**src/rtl/decoder_onehot_scan.sv**
```systemverilog
// decoder_onehot_scan: N-to-2^N one-hot decoder with a registered output and two modes.
//   DIRECT - decodes a handshaked select value with one cycle of latency.
//   SCAN   - drives a rotating one-hot pattern that advances every SCAN_DIV cycles.
//
// Optional feature: define DECODER_SCAN_MASK_EN to add a scan_mask input. SCAN then visits only
// the set mask bits, searching circularly upward. An all-zero mask blanks the output.
//
// Ports:
//   clk       clock, all state on the rising edge
//   rst_n     asynchronous active-low reset
//   en        block enable; 0 forces IDLE
//   mode      0 = DIRECT, 1 = SCAN; sampled every cycle
//   in_valid  DIRECT: a is valid
//   in_ready  DIRECT: block accepts a
//   a         DIRECT select value
//   scan_mask (DECODER_SCAN_MASK_EN only) indices eligible for scanning
//   y         registered one-hot output, or all zero
//   y_valid   y holds a decoded/scan pattern
//   idx       index of the active bit of y
//   wrap      one-cycle pulse when the scan wraps back to its first index
module decoder_onehot_scan #(
  parameter int unsigned N_SEL    = 3,
  parameter int unsigned SCAN_DIV = 4
) (
  input  logic                  clk,
  input  logic                  rst_n,
  input  logic                  en,
  input  logic                  mode,
  input  logic                  in_valid,
  output logic                  in_ready,
  input  logic [N_SEL-1:0]      a,
`ifdef DECODER_SCAN_MASK_EN
  input  logic [2**N_SEL-1:0]   scan_mask,
`endif
  output logic [2**N_SEL-1:0]   y,
  output logic                  y_valid,
  output logic [N_SEL-1:0]      idx,
  output logic                  wrap
);

  localparam int unsigned OUT_W = 2**N_SEL;
  localparam int unsigned DIV_W = $clog2(SCAN_DIV) + 1;
  localparam logic [DIV_W-1:0] DivLast = DIV_W'(SCAN_DIV - 1);
  localparam logic [OUT_W-1:0] One = OUT_W'(1);

  localparam logic [1:0] StIdle   = 2'd0;
  localparam logic [1:0] StDirect = 2'd1;
  localparam logic [1:0] StScan   = 2'd2;

  logic [1:0]       state_q, state_d;
  logic [OUT_W-1:0] y_q, y_d;
  logic             y_valid_q, y_valid_d;
  logic [N_SEL-1:0] idx_q, idx_d;
  logic             wrap_q, wrap_d;
  logic [DIV_W-1:0] div_q, div_d;

  // Scan sequencing: first index on SCAN entry, next index at terminal count, and whether any
  // index is eligible at all.
  logic [N_SEL-1:0] first_idx;
  logic [N_SEL-1:0] next_idx;
  logic             mask_any;

`ifdef DECODER_SCAN_MASK_EN
  logic [N_SEL-1:0] cand;

  always_comb begin
    mask_any  = |scan_mask;
    first_idx = idx_q;  // all-zero mask: idx holds
    for (int i = OUT_W - 1; i >= 0; i--) begin
      if (scan_mask[i]) first_idx = N_SEL'(i);
    end
    // Descending offset so the nearest set bit above idx_q wins; offset OUT_W is idx_q itself.
    next_idx = idx_q;
    cand     = '0;
    for (int k = OUT_W; k >= 1; k--) begin
      cand = idx_q + N_SEL'(k);
      if (scan_mask[cand]) next_idx = cand;
    end
  end
`else
  always_comb begin
    mask_any  = 1'b1;
    first_idx = '0;
    next_idx  = idx_q + 1'b1;
  end
`endif

  assign in_ready = (state_q == StDirect) & en & ~mode;

  always_comb begin
    state_d   = state_q;
    y_d       = y_q;
    y_valid_d = y_valid_q;
    idx_d     = idx_q;
    div_d     = div_q;
    wrap_d    = 1'b0;
    if (!en) begin
      state_d   = StIdle;
      y_d       = '0;
      y_valid_d = 1'b0;
      idx_d     = '0;
      div_d     = '0;
    end else if (!mode) begin
      state_d = StDirect;
      div_d   = '0;
      if (state_q != StDirect) begin
        // Fresh entry: blank until the first accept.
        y_d       = '0;
        y_valid_d = 1'b0;
        idx_d     = '0;
      end else if (in_valid && in_ready) begin
        y_d       = One << a;
        idx_d     = a;
        y_valid_d = 1'b1;
      end
    end else begin
      state_d = StScan;
      if (state_q != StScan) begin
        div_d     = '0;
        idx_d     = first_idx;
        y_d       = mask_any ? (One << first_idx) : '0;
        y_valid_d = mask_any;
      end else if (div_q == DivLast) begin
        div_d = '0;
        if (mask_any) begin
          idx_d     = next_idx;
          y_d       = One << next_idx;
          y_valid_d = 1'b1;
          // Moving to an index not above the current one means the scan went round.
          wrap_d    = (next_idx <= idx_q);
        end else begin
          y_d       = '0;
          y_valid_d = 1'b0;
        end
      end else begin
        div_d = div_q + 1'b1;
      end
    end
  end

  always_ff @(posedge clk or negedge rst_n) begin
    if (!rst_n) begin
      state_q   <= StIdle;
      y_q       <= '0;
      y_valid_q <= 1'b0;
      idx_q     <= '0;
      wrap_q    <= 1'b0;
      div_q     <= '0;
    end else begin
      state_q   <= state_d;
      y_q       <= y_d;
      y_valid_q <= y_valid_d;
      idx_q     <= idx_d;
      wrap_q    <= wrap_d;
      div_q     <= div_d;
    end
  end

  assign y       = y_q;
  assign y_valid = y_valid_q;
  assign idx     = idx_q;
  assign wrap    = wrap_q;

endmodule

```
**config.mk**
```make
export PLATFORM = sky130hd
export DESIGN_NAME = decoder_onehot_scan
export DESIGN_NICKNAME = d
export VERILOG_FILES = /design/src/rtl/decoder_onehot_scan.sv
export SDC_FILE = /design/constraint.sdc
export NUM_CORES = 1
export LEC_CHECK = 0
export ABC_AREA = 1
export BUFFER_PORTS_ARGS = -buffer_cell sky130_fd_sc_hd__clkbuf_2
export CAP_MARGIN = 15
export CORE_UTILIZATION = 53
export CTS_BUF_LIST = sky130_fd_sc_hd__clkbuf_4
export CTS_CLUSTER_DIAMETER = 30
export DETAILED_ROUTE_END_ITERATION = 12
export PLACE_DENSITY = 0.78
export SLEW_MARGIN = 10
export SYNTH_ARGS = -nofsm -noshare
export SYNTH_HDL_FRONTEND = slang
export SYNTH_SLANG_ARGS = --single-unit
```
**constraint.sdc**
```tcl
create_clock -name clk -period 1.5 [get_ports clk]
set_input_delay 0.375 -clock clk [delete_from_list [all_inputs] [get_ports clk]]
set_output_delay 0.375 -clock clk [all_outputs]
set_load 0.03 [all_outputs]
```
==> results.sh, run 1 <==
export IMPL_status="completed"
export IMPL_max_cap_violations=0
export IMPL_overflow=0
export IMPL_fin_crit_sh_pct=97.1
export IMPL_antenna_cells=0
export IMPL_seqCellArea_um2=452
export IMPL_grt_max_degree=19
export IMPL_place_area_um2=1210
export IMPL_root_buffer="clkbuf_4"
export IMPL_cts_sinks=18
export IMPL_clk_insertion_delay_late_ps=300
export IMPL_place_hpwl_mm=1.69
export IMPL_nFillCells=146
export IMPL_end_kind="output pin"
export IMPL_layout_common_cells="48 x nand2_1, 20 x clkbuf_2, 17 x inv_1, 17 x dfrtp_1, 13 x nand3_1"
export IMPL_clock_skew_ps=6.70
export IMPL_drv_slew=0
export IMPL_power_density_nw_per_um2=699
export IMPL_arrival_ps=1080
export IMPL_layout_drive_gt1_share_pct=31.2
export IMPL_layout_commonest_cell="nand2_1"
export IMPL_synth_area_um2=1070
export IMPL_pin_count=22
export IMPL_hold_class="in -> async"
export IMPL_gp_congestion=0.849
export IMPL_relSlewSlack_pct=69.2
export IMPL_ys_types=17
export IMPL_drc=0
export IMPL_required_ps=1120
export IMPL_port_buffers=21
export IMPL_start_util_pct=59.2
export IMPL_tightest_slew_ps=462
export IMPL_htreeDepth=1
export IMPL_antenna_found_initial=0
export IMPL_cts_max_path_buffers=2
export IMPL_critPathLaunchType="flip-flop"
export IMPL_hold_buffers=0
export IMPL_cts_buffers=3
export IMPL_ant_nets=0
export IMPL_syn_avg_cell_area_um2=7.56
export IMPL_placed_cells=189
export IMPL_synth_seq_cells=18
export IMPL_die_w_um=46.9
export IMPL_track_usage_pct=27.0
export IMPL_vias=1051
export IMPL_cts_clk_slew_worst_paths_ps=100
export IMPL_yosys_warnings=0
export IMPL_fmaxAchievable_mhz=687
export IMPL_cts_tree="yes"
export IMPL_rows=15
export IMPL_firstDrtPassIters=4
export IMPL_final_cells=198
export IMPL_ir_drop_v=0.000489
export IMPL_synthCells=141
export IMPL_rsz0062_at_grt="true"
export IMPL_timing_hold_ws_ps=4.09
export IMPL_p_leak_uw=0.000754
export IMPL_via_per_inst=5.31
export IMPL_die_h_um=46.9
export IMPL_syn_nets=156
export IMPL_first_iter_violations=39
export IMPL_first_global_vias=960
export IMPL_seq_area_frac_synth_pct=42.3
export IMPL_finalSetupViolations=0
export IMPL_final_util_pct=73.8
export IMPL_wire_per_inst_um=12.7
export IMPL_core_um2=1800
export IMPL_power_uw=929
export IMPL_final_area_um2=1330
export IMPL_multi_input_area_um2=547
export IMPL_critPathKind="reg -> out"
export IMPL_period_needed_ps=1460
export IMPL_die_area_um2=2190
export IMPL_layout_area_overhead_vs_synth_pct=24.8
export IMPL_crit_fanout=2
export IMPL_layout_nets=189
export IMPL_wl_mm=2.52
export IMPL_grt_pass1_wl_mm=4.09
export IMPL_hold_viol_final=0
==> report_power, final <==
part           internal (uW)  switching [uW]  leakage [uW]  total [uW]
logic                   49.1             102      0.000491         152
clock network            122             150     0.0000184         272
registers                497            8.99      0.000244         506
total                    668             261      0.000754         929
==> area by class of cell <==
class,count,share of cell area (%)
multi-input combinational,100,41.1
sequential,18,34.0
timing repair buffer,30,14.0
inverter,21,6.30
tap,25,2.35
clock buffer,4,2.26
==> cell usage after synthesis, drive strengths merged <==
cell type / n / share of area (%)
nand2: 54 / 19
inv: 21 / 7.4
dfrtp: 18 / 42
nand3: 14 / 7.0
nor2: 14 / 8.0
ha: 7 / 8.2
o21ai: 4 / 1.9
a21oi: 3 / 1.4
buf: 2 / 2.1
o22ai: 2 / 1.2
nand4: 1 / 0.59
nor3: 1 / 0.47
==> stage by stage <==
step,setup TNS [ps],setup slack [ps]
after global placement,0,172
after global routing,-21.5,-21.5
after detailed placement,0,136
after floorplan,0,13.8
after CTS,0,0.223
final,0,43.6
==> sequential cells by signal (all words and copies together), names as in the netlist <==
signal and count:
div_q 3, wrap 1, state_q 2, idx 3
y_valid 1, y 8
==> worst max-delay path, stage by stage (launching register included) <==
cell	delay [ps]
dfrtp_1	410
inv_2	70
nand2_2	60
nor2_4	110
buf_8	130
==> path summary, 6_finish.rpt <==
path,startpoint,endpoint,slack [ps],depth (start not counted)
worst max-delay path,state_q[1],in_ready,40,4
worst min-delay path,rst_n,wrap,4,1
worst max register to register,state_q[1],idx[0],140,9
worst min register to register,div_q[0],div_q[0],440,1
max in group asynchronous,rst_n,idx[0],1160,1
min in group clk,mode,state_q[0],300,2
==> kinds of logic (layout without fill, tap and decap cells) <==
group / after synthesis / count (layout) / synth area share, %
compound gates: 9 / 9 / 4.46
fa+ha+maj: 7 / 7 / 8.22
buf+inv: 23 / 55 / 9.51
flops: 18 / 18 / 42.3
simple gates: 84 / 84 / 35.6
==> metal layers <==
metal,global-route usage (%),up-vias,share of wire [%]
li1,-,500,-
met1,34.6,467,40
met2,44.2,69,47
met3,3.85,15,8.2
met4,14.3,0,4.4
met5,0,-,0
==> timing repair <==
action                     in CTS  in global routing
resized for setup               3                 14
setup endpoints to repair       1                 13
pin swaps                       1                  4
buffers inserted                5                  0
gates cloned                    0                  1
(Power assumes the default switching activity.)
==> run 2, diff against run 1 <==
BUFFER_PORTS_ARGS = -buffer_cell sky130_fd_sc_hd__buf_2   (was -buffer_cell sky130_fd_sc_hd__clkbuf_2)
CORE_MARGIN = 8   (was not set)
CORE_UTILIZATION = 50   (was 53)
PLACE_DENSITY = 0.77   (was 0.78)
clock period = 1.3 ns   (was 1.5 ns; I/O delays follow)
==> results.sh, run 2 (synthesis gave the netlist of run 1 again) <==
export IMPL_layout_common_cells="38 x nand2_1, 17 x buf_2, 16 x dfrtp_1"
export IMPL_drv_slew=0
export IMPL_setup_slack_ps=-89.0
export IMPL_finalSetupViolations=3
export IMPL_rows=16
export IMPL_overflow=0
export IMPL_place_area_um2=1250
export IMPL_p_leak_uw=0.000809
export IMPL_relSlewSlack_pct=72.0
export IMPL_cts_max_path_buffers=2
export IMPL_intPower_uw=782
export IMPL_tightest_slew_ps=420
export IMPL_root_buffer="clkbuf_4"
export IMPL_clk_insertion_delay_late_ps=290
export IMPL_die_area_um2=3870
export IMPL_cts_clk_slew_worst_paths_ps=100
export IMPL_grt_max_degree=19
export IMPL_track_usage_pct=13.3
export IMPL_power_density_nw_per_um2=725
export IMPL_rsz0062_at_grt="true"
export IMPL_gp_congestion=0.845
export IMPL_max_cap_violations=0
export IMPL_arrival_ps=1060
export IMPL_cts_tree="yes"
export IMPL_final_cells=204
export IMPL_hold_class="in -> reg"
export IMPL_layout_nets=193
export IMPL_end_kind="output pin"
export IMPL_ant_nets=0
export IMPL_swShare_pct=28.4
export IMPL_clock_skew_ps=6.46
export IMPL_place_hpwl_mm=1.84
export IMPL_antenna_cells=0
export IMPL_largest_reg_flops=8
export IMPL_core_um2=1980
export IMPL_ir_drop_v=0.000751
export IMPL_vias=1027
export IMPL_layout_drive_gt1_share_pct=45.2
export IMPL_start_util_pct=53.8
export IMPL_critPathKind="reg -> out"
export IMPL_antenna_found_initial=0
export IMPL_wl_mm=2.77
export IMPL_htreeDepth=1
export IMPL_wire_per_inst_um=13.6
export IMPL_pin_count=22
export IMPL_die_w_um=62.2
export IMPL_pwr_share_seq_pct=53.7
export IMPL_timing_hold_ws_ps=258
export IMPL_first_global_vias=1029
export IMPL_die_h_um=62.2
export IMPL_cts_buffers=3
export IMPL_hold_viol_final=0
export IMPL_layout_commonest_cell="nand2_1"
export IMPL_crit_fanout=2
export IMPL_required_ps=980
export IMPL_fmaxAchievable_mhz=720
export IMPL_first_iter_violations=20
export IMPL_drc=0
export IMPL_final_area_um2=1510
export IMPL_violations="setup timing"
export IMPL_fin_crit_sh_pct=107
export IMPL_rrSetupSlack_ps=-10
export IMPL_via_per_inst=5.03
export IMPL_port_buffers=21
export IMPL_critPathLaunchType="flip-flop"
export IMPL_grt_pass1_wl_mm=4.35
export IMPL_status="finished with violations"
export IMPL_p_sw_uw=310
export IMPL_placed_cells=194
export IMPL_period_needed_ps=1390
export IMPL_pwr_share_clk_pct=28.5
export IMPL_pwr_share_comb_pct=17.8
export IMPL_layout_area_overhead_vs_synth_pct=41.3
export IMPL_firstDrtPassIters=4
export IMPL_cts_sinks=18
## run 2: cell count changes in the layout (fill, tap and decap cells not counted), sizes merged
cell	change
buf	+23
clkbuf	-20
dlygate4sd3	+1
## run 2: repair_timing
| action | in CTS | in global routing |
|---|---|---|
| buffers inserted | 4 | 1 |
| gates resized for setup | 10 | 43 |
| hold buffers | 1 | 0 |
| pin swaps | 1 | 13 |
| setup endpoints to repair | 4 | 15 |
| endpoints found under the hold margin | 18 | 0 |
## run 2: final timing paths
| kind | startpoint | endpoint | depth (start not counted) |
|---|---|---|---|
| max reg2reg | idx[0] | y[5] | 8 |
| min | mode | state_q[0] | 2 |
| min in group asynchronous | rst_n | y[6] | 2 |
| max | state_q[1] | in_ready | 4 |
| min reg2reg | div_q[0] | div_q[0] | 1 |
| max in group asynchronous | rst_n | idx[0] | 2 |
## run 2: area by class of cell
type,instances,area [um^2]
Inverter,21,86.3
Sequential cell,18,453
Multi-Input combinational cell,100,662
Fill cell,139,475
Clock buffer,4,30.0
Tap cell,27,33.8
Timing Repair Buffer,34,241
## run 2: worst max-delay path: stages, from the launching register on
cell and delay, ps:
dfrtp_1 400, inv_2 70, nand2_2 60, nor2_4 100
buf_6 140
## run 2: metal layers
metal	global-route usage, %	vias up	routed length (um)
li1	-	508	-
met3	3.94	8	127
met5	0	-	0
met1	13.5	483	1160
met4	7.58	0	53
met2	23.4	28	1430
## run 2: through the flow
stage	util [%]	setup TNS (ps)	worst slack [ps]	total power, uW
after floorplan	-	0	6.01	688
final	76.0	-140	-89.0	1090
after global routing	76.0	-749	-146	1150
after global placement	63.2	0	22.5	741
after detailed placement	63.2	0	1.30	746
after CTS	68.4	-133	-90.7	1080
## run 2: power by group through the flow
stage	combinational [uW]	sequential, uW	clock, uW
3_3_place_gp	144	597	0
6_report	194	587	311
2_1_floorplan	69.6	618	0
3_5_place_dp	148	598	0
5_1_grt	214	588	344
4_1_cts	168	585	324
==> run 3, diff against run 2 <==
SETUP_SLACK_MARGIN = 0.2   (was not set)
==> results.sh, run 3 (synthesis gave the netlist of run 1 again) <==
export IMPL_power_uw=1150
export IMPL_fmaxAchievable_mhz=718
export IMPL_power_density_nw_per_um2=659
export IMPL_root_buffer="clkbuf_4"
export IMPL_arrival_ps=1630
export IMPL_worst_r2r_cell_count=9
export IMPL_finalSetupViolations=10
export IMPL_core_um2=1980
export IMPL_violations="setup timing"
export IMPL_layout_area_overhead_vs_synth_pct=64.0
export IMPL_hold_viol_final=0
export IMPL_timing_hold_ws_ps=263
export IMPL_pin_count=22
export IMPL_place_area_um2=1240
export IMPL_via_per_inst=5.45
export IMPL_critPathKind="reg -> reg"
export IMPL_rows=16
export IMPL_period_needed_ps=1390
export IMPL_cts_tree="yes"
export IMPL_rsz0062_at_grt="true"
export IMPL_layout_nets=209
export IMPL_port_buffers=21
export IMPL_htreeDepth=1
export IMPL_tightest_slew_ps=417
export IMPL_required_ps=1540
export IMPL_max_cap_violations=0
export IMPL_hold_class="in -> reg"
export IMPL_grt_max_degree=19
export IMPL_antenna_found_initial=0
export IMPL_drc=0
export IMPL_die_w_um=62.2
export IMPL_end_kind="flip-flop"
export IMPL_track_usage_pct=17.1
export IMPL_layout_drive_gt1_share_pct=53.4
export IMPL_ir_drop_v=0.000786
export IMPL_die_h_um=62.2
export IMPL_crit_fanout=6
export IMPL_cts_buffers=3
export IMPL_gp_congestion=0.842
export IMPL_clk_insertion_delay_late_ps=290
export IMPL_start_util_pct=53.8
export IMPL_nFillCells=96
export IMPL_cts_sinks=18
export IMPL_largest_reg_flops=8
export IMPL_firstDrtPassIters=4
export IMPL_drv_slew=0
export IMPL_die_area_um2=3870
export IMPL_ant_nets=0
export IMPL_final_setup_tns_ps=-562
export IMPL_wire_per_inst_um=16.7
export IMPL_setup_slack_ps=-92.9
export IMPL_grt_pass1_wl_mm=5.51
export IMPL_antenna_cells=0
export IMPL_cts_clk_slew_worst_paths_ps=100
export IMPL_wl_mm=3.68
export IMPL_critPathLaunchType="flip-flop"
export IMPL_clock_skew_ps=5.62
export IMPL_first_iter_violations=56
export IMPL_p_leak_uw=0.000915
export IMPL_first_global_vias=1167
export IMPL_final_area_um2=1750
export IMPL_final_util_pct=88.2
export IMPL_layout_common_cells="39 x nand2_1, 22 x buf_6, 20 x buf_4"
export IMPL_place_hpwl_mm=1.83
export IMPL_layout_commonest_cell="nand2_1"
export IMPL_hold_depth=2
export IMPL_cts_max_path_buffers=2
export IMPL_fin_crit_sh_pct=107
export IMPL_relSlewSlack_pct=72.2
export IMPL_overflow=0
export IMPL_vias=1199
export IMPL_status="finished with violations"
-- run 3: repair_timing --
item	4_1_cts	5_1_grt
hold buffers	1	0
buffers inserted	15	8
resized for setup	67	13
pin swaps	20	17
endpoints found under the setup margin	27	29
cloned	1	0
endpoints found under the hold margin	18	0
-- run 3: path summary, 6_finish.rpt --
check	from	slack (ps)	end
setup / recovery	idx[1]	-90	y[6]
hold / removal	mode	260	state_q[0]
min in group asynchronous	rst_n	490	y[4]
setup reg to reg	idx[1]	-90	y[6]
hold reg to reg	div_q[0]	470	div_q[0]
max in group asynchronous	rst_n	500	idx[0]
-- run 3: stage by stage --
| stage | cells | worst slack [ps] |
|---|---|---|
| 4_1_cts | 212 | -99.2 |
| 6_report | 220 | -92.9 |
| 5_1_grt | 220 | -181 |
| 3_5_place_dp | 191 | 13.1 |
| 3_3_place_gp | 191 | 38.7 |
| 2_1_floorplan | 141 | 27.5 |
-- run 3: final cells by class --
cell class                      instances  area, um^2  area share, %
Tap cell                               27        33.8           1.93
Timing Repair Buffer                   50         443           25.3
Multi-Input combinational cell        100         699           40.0
Sequential cell                        18         453           25.9
Inverter                               21        88.8           5.08
Clock buffer                            4        30.0           1.72
-- run 3: per-layer routing --
| metal | vias to the layer above | track usage (%) | routed length, um |
|---|---|---|---|
| li1 | 539 | - | - |
| met1 | 572 | 18.2 | 1450 |
| met2 | 71 | 32.5 | 1870 |
| met3 | 17 | 3.05 | 233 |
| met4 | 0 | 5.54 | 126 |
| met5 | - | 0 | 0 |
-- run 3: power breakdown --
group          internal [uW]  leakage [uW]  switching [uW]
Sequential               574      0.000243            13.3
Clock                    140     0.0000184             171
Combinational            104      0.000654             148
-- run 3: worst max-delay path: stages (launching register included) --
cell and delay (ps):
dfrtp_2 450, ha_4 200, inv_2 50, nand2_2 80, nand2_4 90, nor2_4 180
nand2_1 90, nand2_1 70, nand2_1 60, nand2_1 70
